### config.mk
export PLATFORM = sky130hd
export DESIGN_NAME = pll_clkgen_multi_flat
export DESIGN_NICKNAME = d
export VERILOG_FILES = /design/src/rtl/pll_clkgen_multi_if.sv /design/src/rtl/pll_clkgen_multi.sv /design/src/flat_wrapper.sv
export SDC_FILE = /design/constraint.sdc
export NUM_CORES = 1
export LEC_CHECK = 0
export ABC_AREA = 1
export CAP_MARGIN = 20
export CELL_PAD_IN_SITES_DETAIL_PLACEMENT = 1
export CELL_PAD_IN_SITES_GLOBAL_PLACEMENT = 1
export CORE_MARGIN = 2
export CORE_UTILIZATION = 40
export DETAILED_ROUTE_END_ITERATION = 12
export PLACE_DENSITY_LB_ADDON = 0.1
export SETUP_SLACK_MARGIN = 0.1
export SLEW_MARGIN = 20
export SYNTH_ARGS = -nofsm -noshare
export SYNTH_HDL_FRONTEND = slang
export SYNTH_SLANG_ARGS = --single-unit
### constraint.sdc
create_clock -name clk_in -period 3.07 [get_ports clk_in]
set_input_delay 0.921 -clock clk_in [delete_from_list [all_inputs] [get_ports clk_in]]
set_output_delay 0.921 -clock clk_in [all_outputs]
set_load 0.1 [all_outputs]
### src/rtl/pll_clkgen_multi_if.sv
// Bus bundle for pll_clkgen_multi: per-channel divisor/enable in, divided
// clocks, period ticks and lock status out.
// Optional macro PLL_LOCK_LOSS_EN adds lock_lost_clr / lock_lost.
interface pll_clkgen_multi_if #(
  parameter int NUM_CH = 4,
  parameter int DIV_W  = 4
);
  logic [NUM_CH*DIV_W-1:0] div_num;
  logic [NUM_CH-1:0]       clk_out_enable;
  logic [NUM_CH-1:0]       clk_out;
  logic [NUM_CH-1:0]       period_tick;
  logic [NUM_CH-1:0]       locked;
  logic                    all_locked;
`ifdef PLL_LOCK_LOSS_EN
  logic                    lock_lost_clr;
  logic [NUM_CH-1:0]       lock_lost;

  modport master (
    output div_num, clk_out_enable, lock_lost_clr,
    input  clk_out, period_tick, locked, all_locked, lock_lost
  );
  modport slave (
    input  div_num, clk_out_enable, lock_lost_clr,
    output clk_out, period_tick, locked, all_locked, lock_lost
  );
`else
  modport master (
    output div_num, clk_out_enable,
    input  clk_out, period_tick, locked, all_locked
  );
  modport slave (
    input  div_num, clk_out_enable,
    output clk_out, period_tick, locked, all_locked
  );
`endif
endinterface

### src/rtl/pll_clkgen_multi.sv
// Multi-channel registered clock divider. Each channel divides clk_in by its
// own runtime divisor (values below 2 act as 2), emits a registered clock that
// is high for floor(div/2) cycles, a tick in the first cycle of each period,
// and a lock flag once the divisor has been stable for LOCK_PERIODS periods.
// Divisor and enable changes only take effect at period boundaries, so the
// output never produces a runt pulse.
// Optional macro PLL_LOCK_LOSS_EN adds a sticky per-channel lock_lost flag.
module pll_clkgen_multi #(
  parameter int NUM_CH       = 4,
  parameter int DIV_W        = 4,
  parameter int LOCK_PERIODS = 8
) (
  input  logic                    clk_in,
  input  logic                    rst,
  pll_clkgen_multi_if.slave       bus_if
);

  localparam logic [DIV_W-1:0] ONE  = DIV_W'(1);
  localparam logic [DIV_W-1:0] TWO  = DIV_W'(2);
  localparam logic [7:0]       LP   = 8'(LOCK_PERIODS);

  logic [NUM_CH-1:0] locked_d_vec;
  logic              all_locked_q;

  genvar gi;
  generate
    for (gi = 0; gi < NUM_CH; gi++) begin : g_ch
      logic [DIV_W-1:0] fld;
      logic [DIV_W-1:0] eff;
      logic             en;
      logic             wrap;
      logic [DIV_W-1:0] cnt_nxt;

      logic [DIV_W-1:0] cnt_q, cnt_d;
      logic [DIV_W-1:0] div_act_q, div_act_d;
      logic [7:0]       lock_cnt_q, lock_cnt_d;
      logic             run_q, run_d;
      logic             clk_q, clk_d;
      logic             tick_q, tick_d;
      logic             locked_q, locked_d;

      assign fld     = bus_if.div_num[gi*DIV_W +: DIV_W];
      assign eff     = (fld < TWO) ? TWO : fld;
      assign en      = bus_if.clk_out_enable[gi];
      assign wrap    = (cnt_q == div_act_q - ONE);
      assign cnt_nxt = wrap ? '0 : cnt_q + ONE;

      // Next-state: start, count, boundary reload/stop and lock qualification
      always_comb begin
        cnt_d      = cnt_q;
        div_act_d  = div_act_q;
        lock_cnt_d = lock_cnt_q;
        run_d      = run_q;
        clk_d      = clk_q;
        tick_d     = 1'b0;
        if (!run_q) begin
          if (en) begin
            run_d  = 1'b1;
            cnt_d  = '0;
            clk_d  = 1'b1;
            tick_d = 1'b1;
          end
        end else begin
          cnt_d  = cnt_nxt;
          tick_d = (cnt_nxt == '0);
          if (wrap) begin
            if (eff != div_act_q) begin
              div_act_d  = eff;
              lock_cnt_d = 8'd0;
            end else if (lock_cnt_q != LP) begin
              lock_cnt_d = lock_cnt_q + 8'd1;
            end
          end
          // Output level is derived from the phase the channel moves into
          clk_d = (cnt_d < (div_act_d >> 1));
          if (wrap && !en) begin
            run_d  = 1'b0;
            cnt_d  = '0;
            clk_d  = 1'b0;
            tick_d = 1'b0;
          end
        end
        // Lock drops as soon as a mismatch or disable is seen, not at the boundary
        locked_d = run_q && en && (lock_cnt_d == LP) && (eff == div_act_q);
      end

      // Channel state registers
      always_ff @(posedge clk_in) begin
        if (rst) begin
          cnt_q      <= '0;
          div_act_q  <= eff;
          lock_cnt_q <= 8'd0;
          run_q      <= 1'b0;
          clk_q      <= 1'b0;
          tick_q     <= 1'b0;
          locked_q   <= 1'b0;
        end else begin
          cnt_q      <= cnt_d;
          div_act_q  <= div_act_d;
          lock_cnt_q <= lock_cnt_d;
          run_q      <= run_d;
          clk_q      <= clk_d;
          tick_q     <= tick_d;
          locked_q   <= locked_d;
        end
      end

      assign locked_d_vec[gi]          = locked_d;
      assign bus_if.clk_out[gi]        = clk_q;
      assign bus_if.period_tick[gi]    = tick_q;
      assign bus_if.locked[gi]         = locked_q;

`ifdef PLL_LOCK_LOSS_EN
      logic lost_q;

      // Sticky loss flag; a new loss wins over a simultaneous clear
      always_ff @(posedge clk_in) begin
        if (rst) begin
          lost_q <= 1'b0;
        end else if (locked_q && !locked_d) begin
          lost_q <= 1'b1;
        end else if (bus_if.lock_lost_clr) begin
          lost_q <= 1'b0;
        end
      end

      assign bus_if.lock_lost[gi] = lost_q;
`endif
    end
  endgenerate

  // Aggregate lock registered from the next-state vector so it aligns with locked
  always_ff @(posedge clk_in) begin
    if (rst) begin
      all_locked_q <= 1'b0;
    end else begin
      all_locked_q <= &locked_d_vec;
    end
  end

  assign bus_if.all_locked = all_locked_q;

endmodule

### src/flat_wrapper.sv
// flat-port wrapper written by rule: the top's interface ports become plain ports
module pll_clkgen_multi_flat 
#(
  parameter int NUM_CH       = 4,
  parameter int DIV_W        = 4,
  parameter int LOCK_PERIODS = 8
)
  (clk_in, rst, bus_if_div_num, bus_if_clk_out_enable, bus_if_clk_out, bus_if_period_tick, bus_if_locked, bus_if_all_locked);
  pll_clkgen_multi_if #(.NUM_CH(NUM_CH), .DIV_W(DIV_W)) bus_if_i ();
  input  logic clk_in;
  input  logic rst;
  input wire logic [$bits(bus_if_i.div_num)-1:0] bus_if_div_num;
  input wire logic [$bits(bus_if_i.clk_out_enable)-1:0] bus_if_clk_out_enable;
  output wire logic [$bits(bus_if_i.clk_out)-1:0] bus_if_clk_out;
  output wire logic [$bits(bus_if_i.period_tick)-1:0] bus_if_period_tick;
  output wire logic [$bits(bus_if_i.locked)-1:0] bus_if_locked;
  output wire logic [$bits(bus_if_i.all_locked)-1:0] bus_if_all_locked;
  assign bus_if_i.div_num = bus_if_div_num;
  assign bus_if_i.clk_out_enable = bus_if_clk_out_enable;
  assign bus_if_clk_out = bus_if_i.clk_out;
  assign bus_if_period_tick = bus_if_i.period_tick;
  assign bus_if_locked = bus_if_i.locked;
  assign bus_if_all_locked = bus_if_i.all_locked;
  pll_clkgen_multi #(.NUM_CH(NUM_CH), .DIV_W(DIV_W), .LOCK_PERIODS(LOCK_PERIODS)) u_core (.clk_in(clk_in), .rst(rst), .bus_if(bus_if_i));
endmodule
==> run summary <==
status: complete, no violations
kind of critical path: in2reg
largest net degree at the start of global routing: 43
VDD IR max: 0.280 mV
Clock Path Buffers: 2
post-CTS sizing: 0
GRT Residual Overflow: 0
Synth Instances: 912
DR pass1 iterations: 4
sequential fraction of the synthesis area: 0.310
PwrDens: 464 nW/um^2
antenna violations before repair: 0
core outline area: 14000 sq um
Final min period: 2680 ps
Iteration-0 DRC Markers: 300
Max Cap Violations: 0
die area: 15400 sq um
worst hold path class: reg2reg
post-CTS repair timing setup buffer count: 0
TritonCTS Buffers: 9
clk slew on worst S/H paths: 60 ps
Area growth, synth to finish: 11.2%
first-pass GRT wire length: 26800 microns
Slew headroom: 0.605
CTS H-Tree Depth: 3
Setup-failing EPs final: 0
RSZ-0062 raised after global routing: no
via count: 5695
Ys Warns: 0
worst skew pair latency: 340 ps
FP Rows: 43
setup ws final: 388 ps
Vias/cell: 5.12
skew final: 7.96 ps
area share of the largest cell type after synthesis: 0.226
n_diodes: 0
clock sink count: 81
TritonCTS clock tree: built
DP HPWL: 12600 microns
CP required: 3350 ps
Syn Nets: 958
leak pwr: 3.02 nW
fin. max-slew vios: 0
register bit total from synthesis: 81
Achievable Freq: 0.373 GHz
post-detailed-route count of antenna-violating nets: 0
Distinct cells, synth: 40
Root Buffer: clkbuf_16
Post-Syn Area: 5750 sq um
final WL: 16200 microns
Port-buffer cells: 34
Final Hold Vio Count: 0
mean post-synth cell area: 6.31 sq um
Setup TNS: 0 ps
pre-CTS setup slack: -138 ps
die height: 124 microns
leading area contributor after synthesis: dfxtp_1
fin nets: 974
I/O Pins: 35
starting density of the core: 0.411
WL/cell: 14.5 microns
DRC violation count after routing: 0
CP endpoint kind: flop
RePlAce Congestion: 0.832
critical path fanouts, max: 6
CP startpoint kind: input port
Tcrit/Tclk final: 0.874
Area contributors post-synth: dfxtp_1 23%, nand2_1 19%, edfxtp_1 8.4%
Total Routing Usage GR: 0.221
crit path DAT: 2960 ps
Hold Buf Count CTS: 0
Die X: 124 microns
vias in the first global route: 5797
share of layout cells above drive strength 1: 0.0793
Slew @ Worst Pin: 592 ps
sequential cells by signal, summed over array words and instances, names as in the netlist:
register,count
u_core.g_ch.lock_cnt_q,32
u_core.g_ch.cnt_q,16
u_core.g_ch.div_act_q,16
u_core.g_ch.clk_q,4
u_core.g_ch.locked_q,4
u_core.g_ch.run_q,4
u_core.g_ch.tick_q,4
u_core.bus_if.all_locked,1
per-layer routing:
layer | wire length (microns) | vias to the layer above | global-route usage
met4 | 252 | 0 | 0.0653
met2 | 7860 | 62 | 0.389
met1 | 7720 | 2707 | 0.280
met3 | 327 | 19 | 0.0334
li1 | - | 2907 | -
met5 | 0 | - | 0
Yosys cell counts, drive strengths merged:
master  instances
o21ai          50
dfxtp          65
edfxtp         16
nand4          18
clkinv          1
inv           131
clkbuf         14
o21a            2
buf            18
a21oi          35
a21boi          4
or2             6
nor3           19
o21bai          1
nor2          109
a221oi          2
and2            1
nand2         293
ha             24
a211oi          2
xor2           19
a21o            1
nand3          75
xnor2           3
nand3b          2
nor4            1
area by class of cell:
cell class / count / area (sq um)
clock buffers: 10 / 239
clock inverters: 6 / 41.3
fillers: 1900 / 7590
inverters: 132 / 495
multi-input cells: 667 / 3290
flip-flops and latches: 81 / 1780
well taps: 180 / 225
repair buffers: 37 / 325
report_power, final:
group	internal [mW]	switching, mW
Combinational	0.221	0.496
Sequential	1.15	0.0681
Clock	0.572	0.464
Total	1.94	1.03
path summary, 6_finish.rpt:
path | startpoint | endpoint | slack, ps | depth (start not counted)
max reg2reg | u_core.g_ch[1].div_act_q[0] | u_core.bus_if.all_locked | 390 | 14
max | bus_if_div_num[15] | u_core.bus_if.all_locked | 390 | 13
min reg2reg | u_core.g_ch[3].cnt_q[3] | u_core.g_ch[3].cnt_q[3] | 520 | 2
min | u_core.g_ch[3].cnt_q[3] | u_core.g_ch[3].cnt_q[3] | 520 | 2
metrics by stage:
step	utilization	instance area (sq um)	instances	total power, mW	hold WS (ps)
6_report	0.457	6400	1113	2.97	519
5_1_grt	0.457	6400	1113	3.15	539
4_1_cts	0.457	6390	1113	3.00	514
3_5_place_dp	0.437	6110	1097	1.95	506
3_3_place_gp	0.437	6110	1097	1.92	498
2_1_floorplan	-	5750	912	1.77	455
layout by cell type (no fill, tap or decap), types with 6 or more instances in the layout:
cell | netlist | routed
o21ai_0 | 45 | 45
nor3_1 | 18 | 18
ha_1 | 24 | 24
xor2_1 | 19 | 19
edfxtp_1 | 16 | 16
nor2_1 | 101 | 100
buf_4 | 14 | 16
inv_1 | 120 | 120
or2_2 | 6 | 6
nand4_1 | 17 | 17
clkbuf_16 | 0 | 9
nand3_1 | 69 | 69
inv_2 | 11 | 11
clkdlybuf4s50_1 | 0 | 20
dfxtp_1 | 65 | 65
a21oi_1 | 35 | 35
nand2_1 | 287 | 287
worst max-delay path: stages:
cell and delay, ps:
clkdlybuf4s50_1 590, o21ai_0 200, nand2_1 90, nand2_1 70, nor2_2 180, nand2_1 160, nor3_1 170, nand3_1 110
nor2_1 110, nand2_1 90, nor2_1 100, nand2_1 70, nor2_2 90
kinds of logic (layout without fill, tap and decap cells):
family | after synthesis | count (layout) | share of synthesized area
AOI/OAI and AO/OA | 97 | 97 | 0.0907
adders and majority gates | 24 | 24 | 0.0522
xor gates and xnor gates | 22 | 22 | 0.0335
DFF | 81 | 81 | 0.310
and+or+nand+nor | 524 | 524 | 0.395
buffers and inverters | 164 | 185 | 0.119
No activity file was read; power rests on OpenSTA's default activity.
==> variant (config.mk and constraints unchanged) <==
`NUM_CH` is set to 4 in 3 places; all go to 5.
--- a/src/rtl/pll_clkgen_multi_if.sv
+++ b/src/rtl/pll_clkgen_multi_if.sv
@@ -4,3 +4,3 @@
 interface pll_clkgen_multi_if #(
-  parameter int NUM_CH = 4,
+  parameter int NUM_CH = 5,
   parameter int DIV_W  = 4
--- a/src/rtl/pll_clkgen_multi.sv
+++ b/src/rtl/pll_clkgen_multi.sv
@@ -8,3 +8,3 @@
 module pll_clkgen_multi #(
-  parameter int NUM_CH       = 4,
+  parameter int NUM_CH       = 5,
   parameter int DIV_W        = 4,
--- a/src/flat_wrapper.sv
+++ b/src/flat_wrapper.sv
@@ -3,3 +3,3 @@
 #(
-  parameter int NUM_CH       = 4,
+  parameter int NUM_CH       = 5,
   parameter int DIV_W        = 4,
Interface: changed (5 resized); port bits go from 35 to 43. No check against the original RTL was run, so the function may have changed too.
==> variant against the unedited design <==
Via count grew 26%; total power rose by 24%; sequential cell count increased by 20; critical path type unchanged; critical path depth did not move; count of clock-buffer cells in the layout is 5 higher; area after synthesis rose by 24%; cell area is 26% higher; wire length up 25%; worst setup slack got worse by 0.052 ns; clock power grew 22%; largest power group unchanged; core utilization grew 0.45 points; sequential share of layout area shrank 0.23 points.
==> variant: results (changes against the unedited design) <==
metric,value,unit,change
DRT iter0 DRCs,344,,+15%
H-tree levels,3,,unchanged
worst setup skew after layout,0.00972,ns,+0.00177 ns
"worst slack, placed",-0.0347,ns,+0.104 ns
leakage,3.83,nW,+27%
vias in the first global route,7020,,+21%
Stages on worst setup path,13,,unchanged
TritonRoute pass-1 iters,4,,unchanged
pwr dens,459,nW/um^2,-1.2%
CTS Buf Count,9,,unchanged
dpl cell area,7700,um^2,+26%
HPWL after detailed placement,15.4,mm,+22%
synth top area cells,"dfxtp_1, nand2_1, edfxtp_1",,
first-pass GRT wire length,33.7,mm,+26%
post-synth cell types,41,,+2.5%
Vias,7149,,+26%
worst skew pair latency,0.36,ns,+0.02 ns
Reg2Reg Depth,15,,+1
Compound-Gate Fraction of Synth Area,0.0866,,-0.00416
IO buf count,42,,+24%
crit path DAT,3.03,ns,+0.07 ns
"delay-heaviest family, CP",simple AND/OR/NAND/NOR gates,,
Multi-input gate area,4070,um^2,+24%
WL/cell,14.3,um,-1.3%
Fill cells,2397,,+26%
Slew @ Worst Pin,0.503,ns,-0.0889 ns
VDD IR-drop max,277,uV,-1.2%
status,finished clean,,
"CTS clk-pin slew, worst paths",0.07,ns,
largest net degree at the start of global routing,108,,+150%
Synth Area in XOR/XNOR,0.0171,,-0.0164
biggest regs,"u_core.g_ch.lock_cnt_q x40, u_core.g_ch.cnt_q x20, u_core.g_ch.div_act_q x20",,
share of cells above drive strength 1,0.0771,,-0.00220
nets@finish,1232,,+26%
sequential area share after synthesis,0.311,,+0.000777
dpl cells,1389,,+27%
Yosys warnings,0,,unchanged
Clk pwr share,0.344,,-0.005
GR Util All Layers,0.222,,+0.000614
Sw Ratio,0.334,,-0.0125
"EDFF count, synth",20,,+4
hold depth,2,,unchanged
RD Place Congestion,0.798,,-4.1%
Post-synth top cells,"nand2_1, inv_1, nor2_1",,
mux share of post-synthesis cell area,0,,unchanged
Post-Synth Adder-Cell Area,0.0525,,+0.000249
CP max FO,6,,unchanged
"FFs w/ async S/R, synth",0,,unchanged
CTS root buf,clkbuf_16,,
Post-Synthesis Cells,1148,,+26%
WL final,20.2,mm,+25%
Worst Hold Class,register to register,,
Gate power share,0.250,,+0.009
-- variant: metal layers --
| metal | vias up | global-route usage | routed length [um] |
|---|---|---|---|
| met3 | 16 | 0.0353 | 429 |
| li1 | 3714 | - | - |
| met4 | 0 | 0.0402 | 166 |
| met5 | - | 0 | 0 |
| met1 | 3367 | 0.309 | 10100 |
| met2 | 52 | 0.366 | 9420 |
-- variant: cell type report --
class,instances,share of cell area
Timing Repair Buffer,57,0.0625
Tap cell,225,0.0350
Multi-Input combinational cell,839,0.507
Clock buffer,15,0.0411
Clock inverter,1,0.000622
Inverter,167,0.0779
Sequential cell,101,0.276
-- variant: final timing paths --
check	from	end	slack, ns
setup reg to reg	u_core.g_ch[1].div_act_q[1]	u_core.bus_if.all_locked	0.38
setup / recovery	bus_if_div_num[3]	u_core.bus_if.all_locked	0.34
hold / removal	u_core.g_ch[2].cnt_q[2]	u_core.g_ch[2].cnt_q[2]	0.50
hold reg to reg	u_core.g_ch[2].cnt_q[2]	u_core.g_ch[2].cnt_q[2]	0.50
